File: src/rtl/seq_divider.sv
// Multi-cycle signed restoring divider: one quotient bit per clock, sign fix-up on exit.
// Quotient truncates toward zero; remainder takes the dividend's sign.
module seq_divider #(
  parameter int WIDTH = 32
) (
  input  logic                    clk,
  input  logic                    clr,
  input  logic                    start,
  input  logic signed [WIDTH-1:0] dividend,
  input  logic signed [WIDTH-1:0] divisor,
  output logic                    busy,
  output logic                    done,
  output logic signed [WIDTH-1:0] quotient,
  output logic signed [WIDTH-1:0] remainder,
  output logic                    div_zero
);

  localparam int CNT_W = $clog2(WIDTH) + 1;
  localparam logic [CNT_W-1:0] CNT_ONE  = 1;
  localparam logic [CNT_W-1:0] CNT_LAST = CNT_W'(WIDTH - 1);
  localparam logic [WIDTH-1:0] ONE      = 1;

  typedef enum logic [1:0] {IDLE, CALC, FIX} state_t;

  state_t                  state_q, state_d;
  logic [CNT_W-1:0]        cnt_q, cnt_d;
  logic [WIDTH-1:0]        rem_q, rem_d;
  logic [WIDTH-1:0]        quo_q, quo_d;
  logic [WIDTH-1:0]        dvs_q, dvs_d;
  logic signed [WIDTH-1:0] dvd_q, dvd_d;
  logic                    sgnq_q, sgnq_d;
  logic                    sgnr_q, sgnr_d;
  logic                    zero_q, zero_d;
  logic signed [WIDTH-1:0] quot_q, quot_d;
  logic signed [WIDTH-1:0] rmd_q, rmd_d;
  logic                    done_q, done_d;
  logic                    dz_q, dz_d;

  logic [WIDTH:0]          rem_sh;
  logic [WIDTH:0]          trial;

  // Unsigned magnitude; the most-negative value maps to 2^(WIDTH-1) without loss.
  function automatic logic [WIDTH-1:0] mag(input logic signed [WIDTH-1:0] v);
    logic [WIDTH-1:0] u;
    u = v;
    return u[WIDTH-1] ? (~u + ONE) : u;
  endfunction

  function automatic logic signed [WIDTH-1:0] apply_sign(input logic neg,
                                                         input logic [WIDTH-1:0] m);
    logic [WIDTH-1:0] r;
    r = neg ? (~m + ONE) : m;
    return r;
  endfunction

  always_ff @(posedge clk) begin
    if (!clr) state_q <= IDLE;
    else      state_q <= state_d;
  end

  always_comb begin
    state_d = state_q;
    case (state_q)
      IDLE:    if (start) state_d = CALC;
      CALC:    if (cnt_q == CNT_LAST) state_d = FIX;
      FIX:     state_d = IDLE;
      default: state_d = IDLE;
    endcase
  end

  always_comb begin
    busy = (state_q != IDLE);
  end

  // Partial remainder is shifted into a WIDTH+1 bit window so the trial sign is exact.
  assign rem_sh = {rem_q, quo_q[WIDTH-1]};
  assign trial  = rem_sh - {1'b0, dvs_q};

  always_comb begin
    cnt_d  = cnt_q;
    rem_d  = rem_q;
    quo_d  = quo_q;
    dvs_d  = dvs_q;
    dvd_d  = dvd_q;
    sgnq_d = sgnq_q;
    sgnr_d = sgnr_q;
    zero_d = zero_q;
    quot_d = quot_q;
    rmd_d  = rmd_q;
    dz_d   = dz_q;
    done_d = 1'b0;
    case (state_q)
      IDLE: begin
        if (start) begin
          quo_d  = mag(dividend);
          dvs_d  = mag(divisor);
          dvd_d  = dividend;
          sgnq_d = dividend[WIDTH-1] ^ divisor[WIDTH-1];
          sgnr_d = dividend[WIDTH-1];
          zero_d = (divisor == '0);
          rem_d  = '0;
          cnt_d  = '0;
        end
      end
      CALC: begin
        cnt_d = cnt_q + CNT_ONE;
        if (!trial[WIDTH]) begin
          rem_d = trial[WIDTH-1:0];
          quo_d = {quo_q[WIDTH-2:0], 1'b1};
        end else begin
          rem_d = rem_sh[WIDTH-1:0];
          quo_d = {quo_q[WIDTH-2:0], 1'b0};
        end
      end
      FIX: begin
        done_d = 1'b1;
        if (zero_q) begin
          quot_d = '1;
          rmd_d  = dvd_q;
          dz_d   = 1'b1;
        end else begin
          quot_d = apply_sign(sgnq_q, quo_q);
          rmd_d  = apply_sign(sgnr_q, rem_q);
          dz_d   = 1'b0;
        end
      end
      default: ;
    endcase
  end

  always_ff @(posedge clk) begin
    if (!clr) begin
      cnt_q  <= '0;
      rem_q  <= '0;
      quo_q  <= '0;
      dvs_q  <= '0;
      dvd_q  <= '0;
      sgnq_q <= 1'b0;
      sgnr_q <= 1'b0;
      zero_q <= 1'b0;
      quot_q <= '0;
      rmd_q  <= '0;
      done_q <= 1'b0;
      dz_q   <= 1'b0;
    end else begin
      cnt_q  <= cnt_d;
      rem_q  <= rem_d;
      quo_q  <= quo_d;
      dvs_q  <= dvs_d;
      dvd_q  <= dvd_d;
      sgnq_q <= sgnq_d;
      sgnr_q <= sgnr_d;
      zero_q <= zero_d;
      quot_q <= quot_d;
      rmd_q  <= rmd_d;
      done_q <= done_d;
      dz_q   <= dz_d;
    end
  end

  assign done      = done_q;
  assign quotient  = quot_q;
  assign remainder = rmd_q;
  assign div_zero  = dz_q;

endmodule
File: config.mk
export PLATFORM = sky130hd
export DESIGN_NAME = seq_divider
export DESIGN_NICKNAME = d
export VERILOG_FILES = /design/src/rtl/seq_divider.sv
export SDC_FILE = /design/constraint.sdc
export NUM_CORES = 1
export LEC_CHECK = 0
export BUFFER_PORTS_ARGS = -buffer_cell sky130_fd_sc_hd__buf_2
export CORE_AREA = 2 2 152 154
export CTS_CLUSTER_DIAMETER = 30
export DETAILED_ROUTE_END_ITERATION = 10
export DIE_AREA = 0 0 154 156
export GPL_ROUTABILITY_DRIVEN = 0
export PLACE_DENSITY_LB_ADDON = 0.25
export SETUP_SLACK_MARGIN = 0.05
export SYNTH_ARGS = -nofsm -noshare
export SYNTH_HDL_FRONTEND = slang
export SYNTH_SLANG_ARGS = --single-unit
File: constraint.sdc
create_clock -name clk -period 3.8 [get_ports clk]
set_input_delay 0.19 -clock clk [delete_from_list [all_inputs] [get_ports clk]]
set_output_delay 0.19 -clock clk [all_outputs]
set_load 0.01 [all_outputs]
==> flow_metrics.env, run 1 <==
export IMPL_rows=55
export IMPL_synth_flop_cell="dfxtp_1"
export IMPL_synth_nets=1635
export IMPL_leakagePower_nw=6.29
export IMPL_outcome="complete, no violations"
export IMPL_drcViolationCount=0
export IMPL_crit_cells=14
export IMPL_endpoint="rem_q[6]$_SDFFE_PN0P_"
export IMPL_cap_violations=0
export IMPL_num_nets_final=1749
export IMPL_hold_viol=0
export IMPL_design_power_total_w=0.00744
export IMPL_start_util=0.542
export IMPL_clk_latency_ns=0.52
export IMPL_dp_cells=1867
export IMPL_fin_cells=1960
export IMPL_drt_iter0_markers=884
export IMPL_worstPathCellList="inv_1 > ha_1 > fa_1 > nand2b_1 > a21o_1 > a31oi_1 > buf_4 > a211oi_1 > o31ai_1 > a221oi_2 > xnor2_2 > buf_12 > mux2i_1 > o21ai_0"
export IMPL_synth_distinct_cells=61
export IMPL_cp_startpoint="quo_q[31]$_SDFFE_PN0P_"
export IMPL_cp_max_fo=21
export IMPL_setup_viol=0
export IMPL_drv_slew=0
export IMPL_power_density_nw_per_um2=510
export IMPL_max_stage_delay_ns=0.46
export IMPL_detail_route_antenna_nets=0
export IMPL_worstHoldPathType="in2reg"
export IMPL_r2r_start="quo_q[31]$_SDFFE_PN0P_"
export IMPL_grt_antenna_before_repair=1
export IMPL_grt_pass1_wl_um=54200
export IMPL_worstHoldStart="dividend[13]"
export IMPL_cts_reportedPaths_clkPinSlew_ns=0.05
export IMPL_ys_ff_latch=204
export IMPL_htree_levels=2
export IMPL_worst_pin_slew_ns=1.02
export IMPL_r2r_slack_ns=0.29
export IMPL_firstDrtPassIters=5
export IMPL_drt_total_wl_um=33400
export IMPL_critPathTopFamily="compound AO/OA/AOI/OAI gates"
export IMPL_via_count=11523
export IMPL_hpwl_um=24100
export IMPL_area_growth_pct=20.2
export IMPL_grt_overflow_total=0
export IMPL_rsz0062_at_grt="no"
export IMPL_fin_crit_ns=3.51
export IMPL_startpoint_type="flip-flop"
export IMPL_synth_area_sq_um=12100
export IMPL_cts_inserted_buffers=41
export IMPL_routed_via_density=5.88
export IMPL_ir_drop_mv=0.269
export IMPL_fillers=1920
export IMPL_syn_avg_cell_area_sq_um=7.92
export IMPL_r2r_end="rem_q[6]$_SDFFE_PN0P_"
export IMPL_hold_ws_ns=0.00946
export IMPL_syn_instance_count=1530
export IMPL_arrival_ns=3.88
export IMPL_drive_gt1_frac=0.145
export IMPL_clock_skew_ns=0.0122
export IMPL_worstPathRequired_ns=4.17
export IMPL_fmax_mhz=285
export IMPL_grt_max_degree=82
export IMPL_core_sq_um=22400
export IMPL_grt_pass1_vias=10885
export IMPL_tns_ns=0
export IMPL_die_area_sq_um=24000
export IMPL_cp_slowest_cell="o31ai_1"
export IMPL_io_pins=134
export IMPL_crit_type="reg2reg"
export IMPL_die_y_um=156
export IMPL_track_usage=0.276
export IMPL_clockBufferDepth=3
export IMPL_wl_per_cell_um=17.0
export IMPL_synth_edf_count=0
export IMPL_yosysSeqAreaShare=0.337
export IMPL_slew_headroom=0.321
export IMPL_die_w_um=154
export IMPL_crit_buf_inv=3
export IMPL_post_route_period_util=0.923
export IMPL_ys_warnings_count=0
export IMPL_end_kind="flip-flop"
export IMPL_synth_async_sr_flop_share=0
export IMPL_cts_tree="yes"
export IMPL_r2r_cells=14
export IMPL_io_buffers=133
export IMPL_root_buffer="clkbuf_16"
export IMPL_cts_sinks=204
## Yosys cell counts, drive strengths merged, types with 27 or more instances
cell type / n / area share
a21boi: 61 / 0.038
a21oi: 79 / 0.033
a22oi: 27 / 0.017
and2: 31 / 0.016
clkbuf: 90 / 0.028
dfxtp: 204 / 0.34
ha: 37 / 0.038
inv: 49 / 0.015
nand2: 255 / 0.079
nor2: 45 / 0.014
o211a: 31 / 0.026
o21ai: 177 / 0.073
o31ai: 33 / 0.021
xnor2: 37 / 0.027
xor2: 109 / 0.079
## layer usage
| metal | up-vias | routed length (um) | track usage |
|---|---|---|---|
| li1 | 5679 | - | - |
| met1 | 5411 | 14600 | 0.351 |
| met2 | 358 | 15700 | 0.472 |
| met3 | 75 | 1970 | 0.0411 |
| met4 | 0 | 1130 | 0.106 |
| met5 | - | 0 | 0 |
## cell type report
cell class | count | area (sq um) | area share
Antenna cell | 1 | 2.50 | 0.000172
Clock buffer | 56 | 1180 | 0.0813
Clock inverter | 17 | 236 | 0.0162
Inverter | 49 | 184 | 0.0126
Multi-Input combinational cell | 1176 | 7500 | 0.515
Sequential cell | 204 | 4090 | 0.280
Tap cell | 285 | 357 | 0.0245
Timing Repair Buffer | 172 | 1020 | 0.0701
## sequential cells by signal, indices dropped and copies added (netlist names)
name and count:
dvd_q 32, dvs_q 32, quo_q 32, quotient 32, rem_q 32, remainder 32
cnt_q 6, state_q 2, div_zero 1, done 1, sgnq_q 1, zero_q 1
## cells by family (layout without fill, tap and decap cells)
kind of cell,count (synthesis),count (layout),share of synthesized area
compound gates,491,491,0.263
flops,204,204,0.337
xor+xnor,146,146,0.105
other cells,0,1,0
simple gates,474,474,0.185
mux,27,27,0.0224
buf+inv,150,294,0.0471
fa+ha+maj,38,38,0.0398
## tightest hold or removal path, cell delays in order
cell and delay (ns):
buf_2 0.14, nand2_1 0.07, a21boi_0 0.07
## cell usage in the layout (no fill, tap or decap), drive strengths merged, types with 33 or more instances in the layout
cell type and instances:
nand2 255, dfxtp 204, o21ai 177, buf 153, xor2 109, a21oi 79, a21boi 61, clkbuf 56
inv 52, nor2 45, ha 37, xnor2 37, o31ai 33
## worst min-delay path by stage
stage / endpoint / cells after the start
after floorplan: dvs_q[0]$_SDFFE_PN0P_ / 2
after global placement: remainder[28]$_SDFFE_PN0P_ / 2
after detailed placement: remainder[28]$_SDFFE_PN0P_ / 2
after CTS: dvd_q[13]$_SDFFE_PN0P_ / 3
after global routing: dvd_q[13]$_SDFFE_PN0P_ / 3
final: dvd_q[13]$_SDFFE_PN0P_ / 3
## timing repair
item                                   CTS  global route
setup endpoints to repair                0             8
setup buffers                            0             0
hold buffers                            19             0
endpoints found under the hold margin   19             0
resized for setup                        0             1
## metrics by stage
stage                     instance area [sq um]  setup slack (ns)  utilization
after CTS                                 14600             0.305        0.651
after floorplan                           12100             0.633            -
after global routing                      14600            0.0807        0.652
final                                     14600             0.291        0.652
after detailed placement                  13000             0.330        0.579
after global placement                    13000             0.464        0.579
## power by group
part | internal, W | switching, W
clock network | 0.00251 | 0.00115
registers | 0.00225 | 0.000122
logic | 0.000602 | 0.000805
total | 0.00536 | 0.00208
Power figures use the tool's default switching activity.
==> run 2, diff against run 1 <==
--- a/config.mk
+++ b/config.mk
@@ -7,6 +7,7 @@
 export LEC_CHECK = 0
 export BUFFER_PORTS_ARGS = -buffer_cell sky130_fd_sc_hd__buf_2
 export CORE_AREA = 2 2 152 154
+export CTS_BUF_LIST = sky130_fd_sc_hd__clkbuf_2 sky130_fd_sc_hd__clkbuf_4 sky130_fd_sc_hd__clkbuf_8
 export CTS_CLUSTER_DIAMETER = 30
 export DETAILED_ROUTE_END_ITERATION = 10
 export DIE_AREA = 0 0 154 156
==> run 2 against run 1 <==
  * Total power is 14% lower
  * Clock-buffer cell count rose by 3
  * Clock skew increased by 0.021 ns
  * Highest routed layer unchanged
  * First-iteration DRC count up 16%
  * Sequential power about the same
  * Cell area is 1.9% lower
==> flow_metrics.env, run 2 (synthesis results as in run 1) <==
export IMPL_slew_headroom=0.294
export IMPL_clockBufferDepth=3
export IMPL_grt_overflow_total=0
export IMPL_clock_skew_ns=0.0331
export IMPL_r2r_start="quo_q[31]$_SDFFE_PN0P_"
export IMPL_finish_utilization=0.639
export IMPL_cp_startpoint="quo_q[31]$_SDFFE_PN0P_"
export IMPL_cts_reportedPaths_clkPinSlew_ns=0.06
export IMPL_r2r_slack_ns=0.31
export IMPL_cap_violations=0
export IMPL_detail_route_antenna_nets=0
export IMPL_die_w_um=154
export IMPL_via_count=11574
export IMPL_final_cell_mix="nand2_1, dfxtp_1, o21ai_0, buf_2, xor2_1"
export IMPL_outcome="complete, no violations"
export IMPL_start_util=0.542
export IMPL_grt_antenna_before_repair=1
export IMPL_io_pins=134
export IMPL_grt_pass1_vias=10850
export IMPL_cts_tree="yes"
export IMPL_wl_per_cell_um=16.9
export IMPL_io_buffers=133
export IMPL_rows=55
export IMPL_drt_total_wl_um=33500
export IMPL_fin_crit_ns=3.49
export IMPL_hold_viol=0
export IMPL_fmax_mhz=287
export IMPL_setup_slack_ns=0.315
export IMPL_hpwl_um=24100
export IMPL_intPower_w=0.00449
export IMPL_ir_drop_mv=0.236
export IMPL_final_common_cell="nand2_1"
export IMPL_rsz0062_at_grt="no"
export IMPL_leakagePower_nw=6.18
export IMPL_worstHoldPathType="in2reg"
export IMPL_r2r_end="rem_q[6]$_SDFFE_PN0P_"
export IMPL_hold_ws_ns=0.0319
export IMPL_p_clk_frac=0.412
export IMPL_die_area_sq_um=24000
export IMPL_arrival_ns=3.90
export IMPL_switching_share=0.301
export IMPL_place_ws_ns=0.330
export IMPL_cp_max_fo=21
export IMPL_cts_inserted_buffers=42
export IMPL_root_buffer="clkbuf_8"
export IMPL_drcViolationCount=0
export IMPL_startpoint_type="flip-flop"
export IMPL_track_usage=0.275
export IMPL_firstDrtPassIters=5
export IMPL_crit_type="reg2reg"
export IMPL_p_seq_frac=0.368
export IMPL_htree_levels=2
export IMPL_postCtsSetupBuffers=0
export IMPL_grt_pass1_wl_um=54000
export IMPL_end_kind="flip-flop"
export IMPL_routed_via_density=5.85
export IMPL_core_sq_um=22400
export IMPL_endpoint="rem_q[6]$_SDFFE_PN0P_"
export IMPL_worstPathRequired_ns=4.22
export IMPL_tns_ns=0
export IMPL_combinationalPowerShare=0.221
export IMPL_power_density_nw_per_um2=449
export IMPL_power_switching_w=0.00193
export IMPL_cts_sinks=204
export IMPL_area_growth_pct=17.9
export IMPL_die_y_um=156
export IMPL_clk_latency_ns=0.56
export IMPL_post_route_period_util=0.917
export IMPL_worstHoldPathCells=4
export IMPL_grt_max_degree=82
export IMPL_r2r_cells=14
export IMPL_design_power_total_w=0.00643
export IMPL_fillers=1958
export IMPL_num_nets_final=1766
export IMPL_setup_viol=0
export IMPL_drv_slew=0
export IMPL_drive_gt1_frac=0.149
export IMPL_worst_pin_slew_ns=1.06
export IMPL_drt_iter0_markers=1028
==> run 2: layout make-up <==
type / count / area [sq um] / area share
timing repair buffer: 188 / 1180 / 0.0826
clock buffer: 59 / 756 / 0.0529
antenna: 1 / 2.50 / 0.000175
clock inverter: 16 / 230 / 0.0161
multi-input combinational: 1176 / 7500 / 0.525
inverter: 49 / 184 / 0.0129
tap: 285 / 357 / 0.0249
sequential: 204 / 4090 / 0.286
==> run 2: worst min-delay path by stage <==
stage                          startpoint                    endpoint  slack [ns]
2_1_floorplan                  divisor[0]       dvs_q[0]$_SDFFE_PN0P_        0.33
3_3_place_gp   remainder[28]$_SDFFE_PN0P_  remainder[28]$_SDFFE_PN0P_        0.44
3_5_place_dp   remainder[28]$_SDFFE_PN0P_  remainder[28]$_SDFFE_PN0P_        0.45
4_1_cts                       divisor[10]      dvs_q[10]$_SDFFE_PN0P_       0.002
5_1_grt                        divisor[6]       dvs_q[6]$_SDFFE_PN0P_        0.04
6_report                      divisor[18]      dvs_q[18]$_SDFFE_PN0P_        0.03
==> run 2: power groups by stage <==
stage               Clock (W)  Sequential, W  Combinational [W]
global placement            0        0.00240            0.00135
floorplan                   0        0.00236            0.00104
detailed placement          0        0.00240            0.00137
global route          0.00279        0.00238            0.00157
finish                0.00265        0.00236            0.00142
CTS                   0.00269        0.00236            0.00140
==> run 2: timing repair <==
| action | in CTS | in global routing |
|---|---|---|
| setup endpoints to repair | 0 | 9 |
| resized for setup | 0 | 1 |
| hold endpoints to repair | 35 | 0 |
| hold buffers | 35 | 0 |
==> run 2: critical path, cell delays in order (launching register included) <==
cell and delay, ns:
dfxtp_1 0.30, inv_1 0.16, ha_1 0.29, fa_1 0.41, nand2b_1 0.18, a21o_1 0.18
a31oi_1 0.17, buf_4 0.17, a211oi_1 0.10, o31ai_1 0.46, a221oi_2 0.17, xnor2_2 0.23
buf_12 0.22, mux2i_1 0.23, o21ai_0 0.09
==> run 2: through the flow <==
stage,cells,area [sq um]
3_3_place_gp,1867,13000
2_1_floorplan,1530,12100
3_5_place_dp,1867,13000
6_report,1978,14300
5_1_grt,1978,14300
4_1_cts,1977,14300
==> run 2: per-layer routing <==
metal,global-route usage,share of wire,vias up,wire length [um]
li1,-,-,5704,-
met1,0.346,0.43,5406,14500
met2,0.473,0.47,374,15800
met3,0.0411,0.060,90,2010
met4,0.109,0.035,0,1180
met5,0,0,-,0
==> run 3, diff against run 2 <==
==> constraint.sdc (replaced) <==
create_clock -name clk -period 4.1 [get_ports clk]
set_input_delay 0.205 -clock clk [delete_from_list [all_inputs] [get_ports clk]]
set_output_delay 0.205 -clock clk [all_outputs]
set_load 0.01 [all_outputs]
==> run 3 against run 2 <==
  * Register-to-register slack better by 0.11 ns
  * Worst hold slack worse by 0.013 ns
  * Non-clock buffer count shrank 9
  * Total power down 4.0%
  * Clock-buffer cell count rose by 1
  * Wire length is 0.78% lower
  * Flip-flop and latch count unchanged
  * Utilization barely moved
  * Critical path type unchanged
  * Largest power group unchanged
==> flow_metrics.env, run 3 (synthesis results as in run 1) <==
export IMPL_outcome="complete, no violations"
export IMPL_core_sq_um=22400
export IMPL_clk_latency_ns=0.56
export IMPL_worst_pin_slew_ns=0.897
export IMPL_detail_route_antenna_nets=0
export IMPL_die_y_um=156
export IMPL_worstHoldPathType="in2reg"
export IMPL_max_stage_delay_ns=0.52
export IMPL_fin_crit_ns=3.67
export IMPL_clockBufferDepth=3
export IMPL_rows=55
export IMPL_routed_via_density=5.82
export IMPL_grt_max_degree=83
export IMPL_firstDrtPassIters=5
export IMPL_slew_headroom=0.402
export IMPL_setup_viol=0
export IMPL_grt_overflow_total=0
export IMPL_io_pins=134
export IMPL_cts_inserted_buffers=46
export IMPL_drt_total_wl_um=33200
export IMPL_die_w_um=154
export IMPL_die_area_sq_um=24000
export IMPL_hold_viol=0
export IMPL_final_cell_mix="nand2_1, dfxtp_1, o21ai_0, buf_2, xor2_1"
export IMPL_cap_violations=0
export IMPL_htree_levels=2
export IMPL_cts_reportedPaths_clkPinSlew_ns=0.06
export IMPL_ir_drop_mv=0.237
export IMPL_startpoint_type="flip-flop"
export IMPL_postCtsResizedCells=0
export IMPL_grt_pass1_vias=10928
export IMPL_clock_skew_ns=0.0136
export IMPL_leakagePower_nw=6.18
export IMPL_area_growth_pct=18.0
export IMPL_crit_top_cell="o21ai_0"
export IMPL_critPathTopFamily="compound AO/OA/AOI/OAI gates"
export IMPL_drt_iter0_markers=797
export IMPL_root_buffer="clkbuf_8"
export IMPL_crit_type="reg2reg"
export IMPL_dp_cells=1864
export IMPL_cts_tree="yes"
export IMPL_fin_cells=1976
export IMPL_start_util=0.542
export IMPL_final_common_cell="nand2_1"
export IMPL_fmax_mhz=272
export IMPL_rsz0062_at_grt="no"
export IMPL_cts_sinks=204
export IMPL_cts_hold_buf=29
export IMPL_end_kind="flip-flop"
export IMPL_wl_per_cell_um=16.8
export IMPL_drv_slew=0
export IMPL_worstPathRequired_ns=4.52
export IMPL_postCtsSetupBuffers=0
export IMPL_drcViolationCount=0
export IMPL_grt_antenna_before_repair=0
export IMPL_hpwl_um=24100
export IMPL_post_route_period_util=0.896
export IMPL_grt_pass1_wl_um=53700
export IMPL_arrival_ns=4.10
export IMPL_io_buffers=133
export IMPL_drive_gt1_frac=0.151
export IMPL_via_count=11491
export IMPL_crit_buf_inv=1
export IMPL_power_density_nw_per_um2=431
export IMPL_cp_max_fo=21
export IMPL_cp_slowest_cell="a221oi_1"
export IMPL_diodes=0
export IMPL_track_usage=0.271
export IMPL_num_nets_final=1761
export IMPL_tns_ns=0
export IMPL_worstPathCellList="ha_1 > a21oi_1 > o21ai_0 > or3_1 > a211oi_1 > o31ai_1 > a221oi_1 > xnor2_2 > buf_4 > mux2i_1 > o21ai_0"
run 3: area by class of cell:
type	instances	area (sq um)
timing repair buffer	179	1090
sequential	204	4090
tap	285	357
multi-input combinational	1176	7500
clock buffer	60	782
fill	1932	8060
clock inverter	23	317
inverter	49	184
run 3: layer usage:
| layer | part of all wire | track usage | wire length, um |
|---|---|---|---|
| met5 | 0 | 0 | 0 |
| met4 | 0.026 | 0.0952 | 873 |
| met3 | 0.058 | 0.0442 | 1940 |
| met2 | 0.47 | 0.465 | 15600 |
| met1 | 0.45 | 0.346 | 14800 |
run 3: per-stage QoR:
step | area (sq um) | util | setup slack, ns | total power (W) | hold slack [ns]
after floorplan | 12100 | - | 0.933 | 0.00315 | 0.350
after global placement | 12900 | 0.578 | 0.614 | 0.00346 | 0.444
after detailed placement | 12900 | 0.578 | 0.485 | 0.00348 | 0.447
after CTS | 14300 | 0.640 | 0.482 | 0.00618 | 0.00303
after global routing | 14300 | 0.640 | 0.221 | 0.00646 | 0.00119
final | 14300 | 0.640 | 0.425 | 0.00617 | 0.0194
run 3: worst reg2reg max path, delay by kind of cell (launching register included):
family | cells | cell delay (ns)
AND/OR/NAND/NOR | 1 | 0.32
XOR/XNOR | 1 | 0.17
flip-flops | 1 | 0.47
buffers and inverters | 1 | 0.35
adder cells (fa/ha/maj) | 1 | 0.38
multiplexers | 1 | 0.30
AO/OA/AOI/OAI | 6 | 1.55
run 3: final timing paths:
check                                                start                    endpoint  slack [ns]  cells past startpoint
worst max-delay path                rem_q[14]$_SDFFE_PN0P_      rem_q[10]$_SDFFE_PN0P_        0.43                     11
worst min-delay path                          dividend[28]      dvd_q[28]$_SDFFE_PN0P_        0.02                      3
worst max register to register      rem_q[14]$_SDFFE_PN0P_      rem_q[10]$_SDFFE_PN0P_        0.43                     11
worst min register to register  remainder[28]$_SDFFE_PN0P_  remainder[28]$_SDFFE_PN0P_        0.45                      2
run 3: power breakdown:
part | internal, W | leakage, nW | switching [W]
logic | 0.000548 | 3.96 | 0.000747
registers | 0.00208 | 1.66 | 0.000108
clock network | 0.00170 | 0.553 | 0.000992
